$ cat src/rtl/mem_bus_arbiter.sv
// Round-robin arbiter sharing one single-ported memory bus between the
// instruction-fetch port and the load/store port, with a wait-state timeout.
module mem_bus_arbiter #(
    parameter int WIDTH    = 32,
    parameter int MAX_WAIT = 16
) (
    input  logic             clk,
    input  logic             reset,
    input  logic             i_req,
    input  logic [WIDTH-1:0] i_addr,
    output logic             i_ack,
    output logic [WIDTH-1:0] i_rdata,
    input  logic             d_req,
    input  logic             d_we,
    input  logic [WIDTH-1:0] d_addr,
    input  logic [WIDTH-1:0] d_wdata,
    input  logic [3:0]       d_byteen,
    output logic             d_ack,
    output logic [WIDTH-1:0] d_rdata,
    output logic             m_req,
    output logic             m_we,
    output logic [WIDTH-1:0] m_addr,
    output logic [WIDTH-1:0] m_wdata,
    output logic [3:0]       m_byteen,
    input  logic [WIDTH-1:0] m_rdata,
    input  logic             m_ready,
    output logic             bus_error
);

    localparam int CW = $clog2(MAX_WAIT + 1);

    typedef enum logic [1:0] {IDLE, ACCESS, RESP} state_t;

    state_t          state_reg, state_next;
    logic            last_data_reg;   // 1 when the data port holds (or last held) the bus
    logic            err_reg;
    logic [CW-1:0]   wait_cnt_reg;
    logic            grant_fetch, grant_data, timeout;

    // Grant decision, only meaningful while idle; ties go to the port not served last.
    always_comb begin
        grant_fetch = 1'b0;
        grant_data  = 1'b0;
        if (state_reg == IDLE) begin
            if (i_req && d_req) begin
                grant_fetch = last_data_reg;
                grant_data  = !last_data_reg;
            end else begin
                grant_fetch = i_req;
                grant_data  = d_req;
            end
        end
    end

    // Abort when the counter would reach MAX_WAIT with no ready; ready in that cycle still wins.
    assign timeout = (state_reg == ACCESS) && !m_ready && (wait_cnt_reg == CW'(MAX_WAIT - 1));

    always_ff @(posedge clk or posedge reset) begin
        if (reset) state_reg <= IDLE;
        else       state_reg <= state_next;
    end

    always_comb begin
        state_next = state_reg;
        case (state_reg)
            IDLE:    if (grant_fetch || grant_data) state_next = ACCESS;
            ACCESS:  if (m_ready || timeout)        state_next = RESP;
            RESP:    state_next = IDLE;
            default: state_next = IDLE;
        endcase
    end

    always_comb begin
        i_ack     = (state_reg == RESP) && !last_data_reg;
        d_ack     = (state_reg == RESP) && last_data_reg;
        bus_error = (state_reg == RESP) && err_reg;
    end

    always_ff @(posedge clk or posedge reset) begin
        if (reset) begin
            last_data_reg <= 1'b1;
            err_reg       <= 1'b0;
            wait_cnt_reg  <= '0;
            m_req         <= 1'b0;
            m_we          <= 1'b0;
            m_addr        <= '0;
            m_wdata       <= '0;
            m_byteen      <= 4'h0;
            i_rdata       <= '0;
            d_rdata       <= '0;
        end else begin
            case (state_reg)
                IDLE: begin
                    if (grant_fetch) begin
                        last_data_reg <= 1'b0;
                        m_req         <= 1'b1;
                        m_we          <= 1'b0;
                        m_addr        <= i_addr;
                        m_wdata       <= '0;
                        m_byteen      <= 4'hF;
                        wait_cnt_reg  <= '0;
                        err_reg       <= 1'b0;
                    end else if (grant_data) begin
                        last_data_reg <= 1'b1;
                        m_req         <= 1'b1;
                        m_we          <= d_we;
                        m_addr        <= d_addr;
                        m_wdata       <= d_wdata;
                        m_byteen      <= d_byteen;
                        wait_cnt_reg  <= '0;
                        err_reg       <= 1'b0;
                    end
                end
                ACCESS: begin
                    if (m_ready) begin
                        m_req <= 1'b0;
                        if (!last_data_reg) i_rdata <= m_rdata;
                        else if (!m_we)     d_rdata <= m_rdata;
                    end else if (timeout) begin
                        m_req   <= 1'b0;
                        err_reg <= 1'b1;
                        if (!last_data_reg) i_rdata <= '0;
                        else if (!m_we)     d_rdata <= '0;
                    end else if (wait_cnt_reg != CW'(MAX_WAIT)) begin
                        wait_cnt_reg <= wait_cnt_reg + 1'b1;
                    end
                end
                default: ;
            endcase
        end
    end

endmodule

$ cat config.mk
export PLATFORM = sky130hd
export DESIGN_NAME = mem_bus_arbiter
export DESIGN_NICKNAME = d
export VERILOG_FILES = /design/src/rtl/mem_bus_arbiter.sv
export SDC_FILE = /design/constraint.sdc
export NUM_CORES = 1
export LEC_CHECK = 0
export ABC_CLOCK_PERIOD_IN_PS = 9570
export CELL_PAD_IN_SITES_DETAIL_PLACEMENT = 1
export CELL_PAD_IN_SITES_GLOBAL_PLACEMENT = 2
export CORE_AREA = 2 2 153 155
export DETAILED_ROUTE_END_ITERATION = 12
export DIE_AREA = 0 0 155 157
export GPL_TIMING_DRIVEN = 0
export PLACE_DENSITY = 0.94
export SYNTH_ARGS = -nofsm -noshare
export SYNTH_HDL_FRONTEND = slang
export SYNTH_SLANG_ARGS = --single-unit
$ cat constraint.sdc
create_clock -name clk -period 9.57 [get_ports clk]
set_clock_uncertainty 0.15 [all_clocks]
set_input_delay 1.4355 -clock clk [delete_from_list [all_inputs] [get_ports clk]]
set_output_delay 1.4355 -clock clk [all_outputs]
set_load 0.01 [all_outputs]
==> PnR_summary.wiki, run 1 <==
{| class="wikitable"
! Metric !! Value
|-
| Net count of the finished layout || 979
|-
| Final worst path period need || 3.34 ns
|-
| Crit path kind || reg2out
|-
| Wire length of the first global-routing pass || 32.1 mm
|-
| Worst endpoint data arrival time || 1.76 ns
|-
| Syn_area_per_cell || 10.7 um2
|-
| CTS Root Cell || sky130_fd_sc_hd__clkbuf_16
|-
| Number of buffers inserted during clock tree synthesis || 17
|-
| Path class of the lowest-slack min-delay path || reg2reg
|-
| Reported max-cap violation count || 0
|-
| First-iteration detailed-routing DRC count || 148
|-
| Initial Util || 26.0%
|-
| Number of hold violations in the final report || 0
|-
| Number of cells produced by synthesis || 545
|-
| Post-synth net total || 686
|-
| Result of the run || completed
|-
| HPWL after detailed placement || 15.3 mm
|-
| Most common cell after layout, fill and taps aside || sky130_fd_sc_hd__clkdlybuf4s50_1
|-
| Leakage power || 4.18 nW
|-
| Antenna violations before repair || 0
|-
| Overall Global Routing Usage || 17.0%
|-
| Required @ worst endpoint || 7.98 ns
|-
| Count of vias placed by the detailed router || 5186
|-
| Critical path fanouts, max || 7
|-
| Path depth of the worst reg2reg path || 9
|-
| Final weighted congestion in routability-driven placement || 0.772
|-
| Overall die height || 157 um
|-
| Post-CTS Setup Bufs || 0
|-
| Setup repair after global routing missed its margin || no
|-
| Clock-pin slew of the registers on the worst-case setup and hold paths || 0.07 ns
|-
| Row cnt || 55
|-
| Vias in the first global route || 5727
|-
| Count of cells resized by post-cts repair || 0
|-
| Slew @ Worst Pin || 0.697 ns
|-
| Final Cell Area || 9570 um2
|-
| Number of diodes || 0
|-
| Register bit total from synthesis || 143
|-
| Total power density per cell area || 324 nW/um2
|-
| Post-CTS Hold Buffers || 0
|-
| Capturing element type of the critical path || primary output
|-
| Clock network latency to the later pin of the worst-skew pair || 0.42 ns
|-
| Clock sink total || 143
|-
| Final period utilization || 35.0%
|-
| Clock buffer depth || 2
|-
| Core occupancy in the finished layout || 42.5%
|-
| Max-slew headroom || 53.5%
|-
| Number of slew-limit violations in the final report || 0
|-
| Timing-limited maximum frequency || 299 MHz
|-
| TritonCTS clock tree || yes
|-
| Count of final setup violators || 0
|-
| Async set-or-reset flop fraction in the synthesized netlist || 100%
|-
| Number of inserted filler cells in the final layout || 2469
|-
| H-tree levels || 4
|-
| Count of cells along the worst hold path || 2
|-
| Share of layout cells above drive strength 1 || 7.76%
|-
| Post-synthesis cell area || 5840 um2
|-
| Peak supply drop || 0.133 mV
|-
| Number of enable-type register cells in the synthesized netlist || 0
|-
| Post-synthesis to final-layout area growth || 63.7%
|-
| IO Pins || 275
|-
| Yosys warns || 0
|-
| Detail-routed via count per cell || 4.57
|-
| Total power after layout || 3.10 mW
|-
| Pre-antenna DRT Iters || 4
|-
| Floorplan die area || 24300 um2
|-
| Commonest cells after routing, fill and taps aside || sky130_fd_sc_hd__clkdlybuf4s50_1, sky130_fd_sc_hd__dfrtp_1, sky130_fd_sc_hd__nand2_1, sky130_fd_sc_hd__a21oi_1, sky130_fd_sc_hd__nor2_1
|-
| Total DRC errors in the routed layout || 0
|-
| Avg WL per Cell || 18.0 um
|-
| Synth unique cells || 37
|-
| Part of the Yosys area used for sequential elements || 61.3%
|-
| Placed instance area || 8970 um2
|-
| Port Buffers || 273
|-
| Pin count of the biggest net entering global routing || 74
|-
| Final ANT Viol Nets || 0
|-
| X dimension of the die || 155 um
|-
| Category of the worst setup path launch point || register
|-
| Flip-flop cell with the highest count after synthesis || sky130_fd_sc_hd__dfrtp_1
|-
| Area of the placeable core || 22500 um2
|-
| Global-route congestion overflow total || 0
|-
| Wire length after detailed routing || 20.4 mm
|-
| Setup tns final || 0 ns
|}
==> synthesized netlist by cell type, types with 4 or more instances <==
master | count | area [um2]
sky130_fd_sc_hd__mux2_2 | 13 | 146
sky130_fd_sc_hd__a21oi_1 | 65 | 325
sky130_fd_sc_hd__a22o_1 | 34 | 298
sky130_fd_sc_hd__and2_1 | 8 | 50.1
sky130_fd_sc_hd__nor2_1 | 36 | 135
sky130_fd_sc_hd__dfrtp_1 | 142 | 3550
sky130_fd_sc_hd__o21ai_1 | 5 | 25.0
sky130_fd_sc_hd__o21ai_0 | 21 | 105
sky130_fd_sc_hd__o22a_1 | 4 | 35.0
sky130_fd_sc_hd__mux2i_1 | 27 | 270
sky130_fd_sc_hd__nand2_1 | 93 | 349
sky130_fd_sc_hd__clkbuf_1 | 18 | 67.6
sky130_fd_sc_hd__buf_2 | 14 | 70.1
sky130_fd_sc_hd__inv_1 | 30 | 113
==> metrics by stage <==
stage	setup slack [ns]	hold slack [ns]	cells
floorplan	4.15	0.292	545
global placement	1.89	0.311	1103
detailed placement	5.85	0.322	1104
CTS	6.20	0.337	1136
global route	6.18	0.367	1136
finish	6.23	0.332	1136
==> report_power, final <==
group / total [mW] / switching, mW / leakage [nW] / internal, mW
clock network: 0.694 / 0.274 / 0.295 / 0.420
registers: 1.05 / 0.169 / 1.77 / 0.884
logic: 1.35 / 0.625 / 2.11 / 0.727
total: 3.10 / 1.07 / 4.18 / 2.03
==> cells by family (layout without fill, tap and decap cells) <==
logic type               count (synthesis)  count (layout)  synth area share, %
AO/OA/AOI/OAI                          135             135                 14.3
flip-flops                             143             143                 61.3
buffers and inverters                   65             371                 4.73
multiplexers                            41              41                 7.32
AND/OR/NAND/NOR                        158             158                 11.8
adder cells (fa/ha/maj)                  3               3                0.642
==> area by class of cell <==
cell class | count | area [um2] | share of cell area [%]
sequential | 143 | 3580 | 37.4
timing repair buffer | 274 | 2760 | 28.8
multi-input combinational | 337 | 1990 | 20.8
clock buffer | 20 | 447 | 4.67
tap | 285 | 357 | 3.73
buffer | 35 | 164 | 1.71
clock inverter | 12 | 156 | 1.63
inverter | 30 | 118 | 1.23
==> path summary, 6_finish.rpt <==
kind	start	to	slack (ns)
setup reg to reg	wait_cnt_reg[0]$_DFFE_PP0P_	i_rdata[9]$_DFFE_PP0P_	7.21
hold / removal	i_rdata[19]$_DFFE_PP0P_	i_rdata[19]$_DFFE_PP0P_	0.33
max in group asynchronous	reset	state_reg[1]$_DFFE_PP0P_	7.13
hold reg to reg	i_rdata[19]$_DFFE_PP0P_	i_rdata[19]$_DFFE_PP0P_	0.33
min in group asynchronous	reset	m_wdata[24]$_DFFE_PP0P_	1.33
setup / recovery	last_data_reg$_DFFE_PP1P_	d_ack	6.23
==> critical path, stage by stage (launching register included) <==
cell,delay [ns]
sky130_fd_sc_hd__dfstp_2,0.61
sky130_fd_sc_hd__and3b_1,0.18
sky130_fd_sc_hd__clkdlybuf4s50_1,0.55
==> layer usage <==
layer / global-route usage, % / vias to the layer above / routed length [um] / part of all wire [%]
met2: 29.7 / 210 / 10100 / 49
met3: 6.72 / 11 / 1750 / 8.6
met4: 4.72 / 0 / 255 / 1.2
li1: - / 2425 / - / -
met1: 19.5 / 2540 / 8360 / 41
met5: 0 / - / 0 / 0
Power figures use the tool's default switching activity.
==> run 2: changes to the inputs <==
Settings changed: ABC_CLOCK_PERIOD_IN_PS 9570 to 3300, CORE_AREA 2 2 153 155 to 2 2 160 162, DIE_AREA 0 0 155 157 to 0 0 162 164, PLACE_DENSITY 0.94 to 0.88.
Clock period 9.57 ns to 3.3 ns, I/O delays scaled along.
==> PnR_summary.wiki, run 2 (same netlist as run 1, synthesis figures left out) <==
{| class="wikitable"
! Metric !! Value
|-
| Area of the placeable core || 24800 um2 (+10%)
|-
| Initial Util || 23.5% (-2.4 points)
|-
| Avg WL per Cell || 17.0 um (-5.4%)
|-
| Clock network latency to the later pin of the worst-skew pair || 0.42 ns (about the same)
|-
| Global-route congestion overflow total || 0 (unchanged)
|-
| Overall die height || 164 um (+4.5%)
|-
| Vias in the first global route || 5590 (-2.4%)
|-
| Overall Global Routing Usage || 15.4% (-1.6 points)
|-
| Top Metal Used || met4
|-
| Post-route non-filler standard cell count || 1184 (+4.2%)
|-
| Total DRC errors in the routed layout || 0 (unchanged)
|-
| H-tree levels || 4 (unchanged)
|-
| Crit path cell chain || and3b_1, clkdlybuf4s50_1
|-
| Setup repair after global routing missed its margin || no
|-
| Number of slew-limit violations in the final report || 0 (unchanged)
|-
| Final worst path period need || 2.44 ns
|-
| Crit path kind || reg2out
|-
| Final worst hold slack || 0.328 ns (-0.00439 ns)
|-
| Share of layout cells above drive strength 1 || 8.20% (+0.44 points)
|-
| Met1 WL || 8.69 mm (+3.9%)
|-
| Final ANT Viol Nets || 0 (unchanged)
|-
| Slew @ Worst Pin || 0.568 ns (-0.129 ns)
|-
| Floorplan die area || 26600 um2 (+9.2%)
|-
| Net count of the finished layout || 982 (+0.31%)
|-
| Pre-antenna DRT Iters || 4 (unchanged)
|-
| Post-CTS Setup Bufs || 0 (unchanged)
|-
| Detail-routed via count per cell || 4.35 (-4.8%)
|-
| Row cnt || 58 (+5.5%)
|-
| Crit path max-delay cell type || sky130_fd_sc_hd__dfstp_2
|-
| Wire length after detailed routing || 20.1 mm (-1.4%)
|-
| Count of vias placed by the detailed router || 5146 (-0.77%)
|-
| Pin count of the biggest net entering global routing || 36 (-51%)
|-
| Number of diodes || 0 (unchanged)
|-
| Met3 wire length || 1.75 mm (-0.40%)
|-
| Register-to-register setup slack || 0.91 ns (-6.30 ns)
|-
| Number of hold violations in the final report || 0 (unchanged)
|-
| End of the worst hold path || i_rdata[16]$_DFFE_PP0P_
|-
| Clock sink total || 143 (unchanged)
|-
| Hold Crit Start || i_rdata[16]$_DFFE_PP0P_
|-
| Worst endpoint data arrival time || 1.79 ns (+0.03 ns)
|-
| RR Endpoint || i_rdata[18]$_DFFE_PP0P_
|-
| Peak supply drop || 0.335 mV (+150%)
|-
| Metal2 WL || 9.65 mm (-4.0%)
|-
| Required @ worst endpoint || 2.65 ns (-5.33 ns)
|-
| Path class of the lowest-slack min-delay path || reg2reg
|-
| Commonest cells after routing, fill and taps aside || sky130_fd_sc_hd__clkdlybuf4s50_1, sky130_fd_sc_hd__dfrtp_1, sky130_fd_sc_hd__nand2_1, sky130_fd_sc_hd__a21oi_1, sky130_fd_sc_hd__nor2_1
|-
| Reported max-cap violation count || 0 (unchanged)
|-
| Post-CTS Hold Buffers || 0 (unchanged)
|-
| Setup tns final || 0 ns (unchanged)
|-
| IO Pins || 275 (unchanged)
|-
| Number of placed instances with taps included || 1152 (+4.3%)
|-
| Port Buffers || 273 (unchanged)
|-
| Critical path fanouts, max || 7 (unchanged)
|-
| Leakage power || 4.20 nW (+0.65%)
|-
| Number of buffers inserted during clock tree synthesis || 17 (unchanged)
|-
| Clock-pin slew of the registers on the worst-case setup and hold paths || 0.06 ns (about the same)
|-
| Final weighted congestion in routability-driven placement || 0.769 (-0.41%)
|-
| Total power after layout || 9.06 mW (+190%)
|-
| First-iteration detailed-routing DRC count || 166 (+12%)
|-
| Category of the worst setup path launch point || register
|-
| HPWL after detailed placement || 15.4 mm (+0.38%)
|-
| Capturing element type of the critical path || primary output
|-
| CTS Root Cell || sky130_fd_sc_hd__clkbuf_16
|-
| Launch point of the worst reg-to-reg path || wait_cnt_reg[0]$_DFFE_PP0P_
|-
| Wire length of the first global-routing pass || 31.7 mm (-1.2%)
|-
| Total power density per cell area || 934 nW/um2 (+190%)
|-
| Most common cell after layout, fill and taps aside || sky130_fd_sc_hd__clkdlybuf4s50_1
|-
| Path depth of the worst reg2reg path || 9 (unchanged)
|-
| TritonCTS clock tree || yes
|-
| Longest individual stage delay on the worst path || 0.60 ns (about the same)
|-
| Clock buffer depth || 2 (unchanged)
|-
| Timing-limited maximum frequency || 411 MHz
|-
| Post-synthesis to final-layout area growth || 66.1%
|-
| Count of final setup violators || 0 (unchanged)
|-
| Count of cells resized by post-cts repair || 0 (unchanged)
|-
| Final period utilization || 73.8%
|-
| Max-slew headroom || 62.1% (+8.5 points)
|-
| Result of the run || completed
|-
| Antenna violations before repair || 0 (unchanged)
|-
| X dimension of the die || 162 um (+4.5%)
|-
| Count of cells along the worst hold path || 2 (unchanged)
|}
## run 2: cell count changes in the layout (fill, tap and decap cells not counted), sizes merged
cell / before / now
inv: 33 / 35
buf: 18 / 21
clkinv: 5 / 1
bufinv: 3 / 4
clkinvlp: 1 / 4
clkbuf: 38 / 36
## run 2: report_power, final
| group | leakage, nW | switching (mW) | internal (mW) | total [mW] |
|---|---|---|---|---|
| sequential | 1.77 | 0.472 | 2.56 | 3.03 |
| clock | 0.302 | 0.827 | 1.29 | 2.11 |
| combinational | 2.13 | 1.80 | 2.11 | 3.92 |
| total | 4.20 | 3.10 | 5.96 | 9.06 |
## run 2: area by class of cell
type	instances	area, um2
Fill cell	2783	15100
Sequential cell	143	3580
Timing Repair Buffer	277	2810
Multi-Input combinational cell	337	1990
Clock buffer	18	429
Tap cell	330	413
Clock inverter	14	205
Buffer	35	164
Inverter	30	116
## run 2: critical path, delay by kind of cell (launching register included)
family / cells / cell delay (ns)
buffers and inverters: 1 / 0.59
and+or+nand+nor: 1 / 0.19
DFF: 1 / 0.60
## run 2: worst max path at each step
stage               cells past startpoint                      end                        start
detailed placement                      6   m_addr[28]$_DFFE_PP0P_                        i_req
floorplan                               1   d_rdata[0]$_DFFE_PP0P_                        reset
CTS                                     2                    d_ack    last_data_reg$_DFFE_PP1P_
finish                                  2                    d_ack    last_data_reg$_DFFE_PP1P_
global route                            9  i_rdata[18]$_DFFE_PP0P_  wait_cnt_reg[0]$_DFFE_PP0P_
global placement                        2    m_addr[5]$_DFFE_PP0P_                        reset
## run 2: metrics by stage
step / setup WS [ns] / area [um2] / util, %
after CTS: 0.825 / 9710 / 39.1
after global routing: 0.706 / 9710 / 39.1
after floorplan: 0.865 / 5850 / -
final: 0.865 / 9710 / 39.1
after detailed placement: 0.617 / 9070 / 36.6
after global placement: -0.606 / 8990 / 36.2
## run 2: metal layers
| metal | GRT usage (%) | vias up |
|---|---|---|
| met5 | 0 | - |
| met4 | 4.22 | 0 |
| met3 | 6.04 | 4 |
| met2 | 25.7 | 197 |
| met1 | 18.6 | 2510 |
| li1 | - | 2435 |
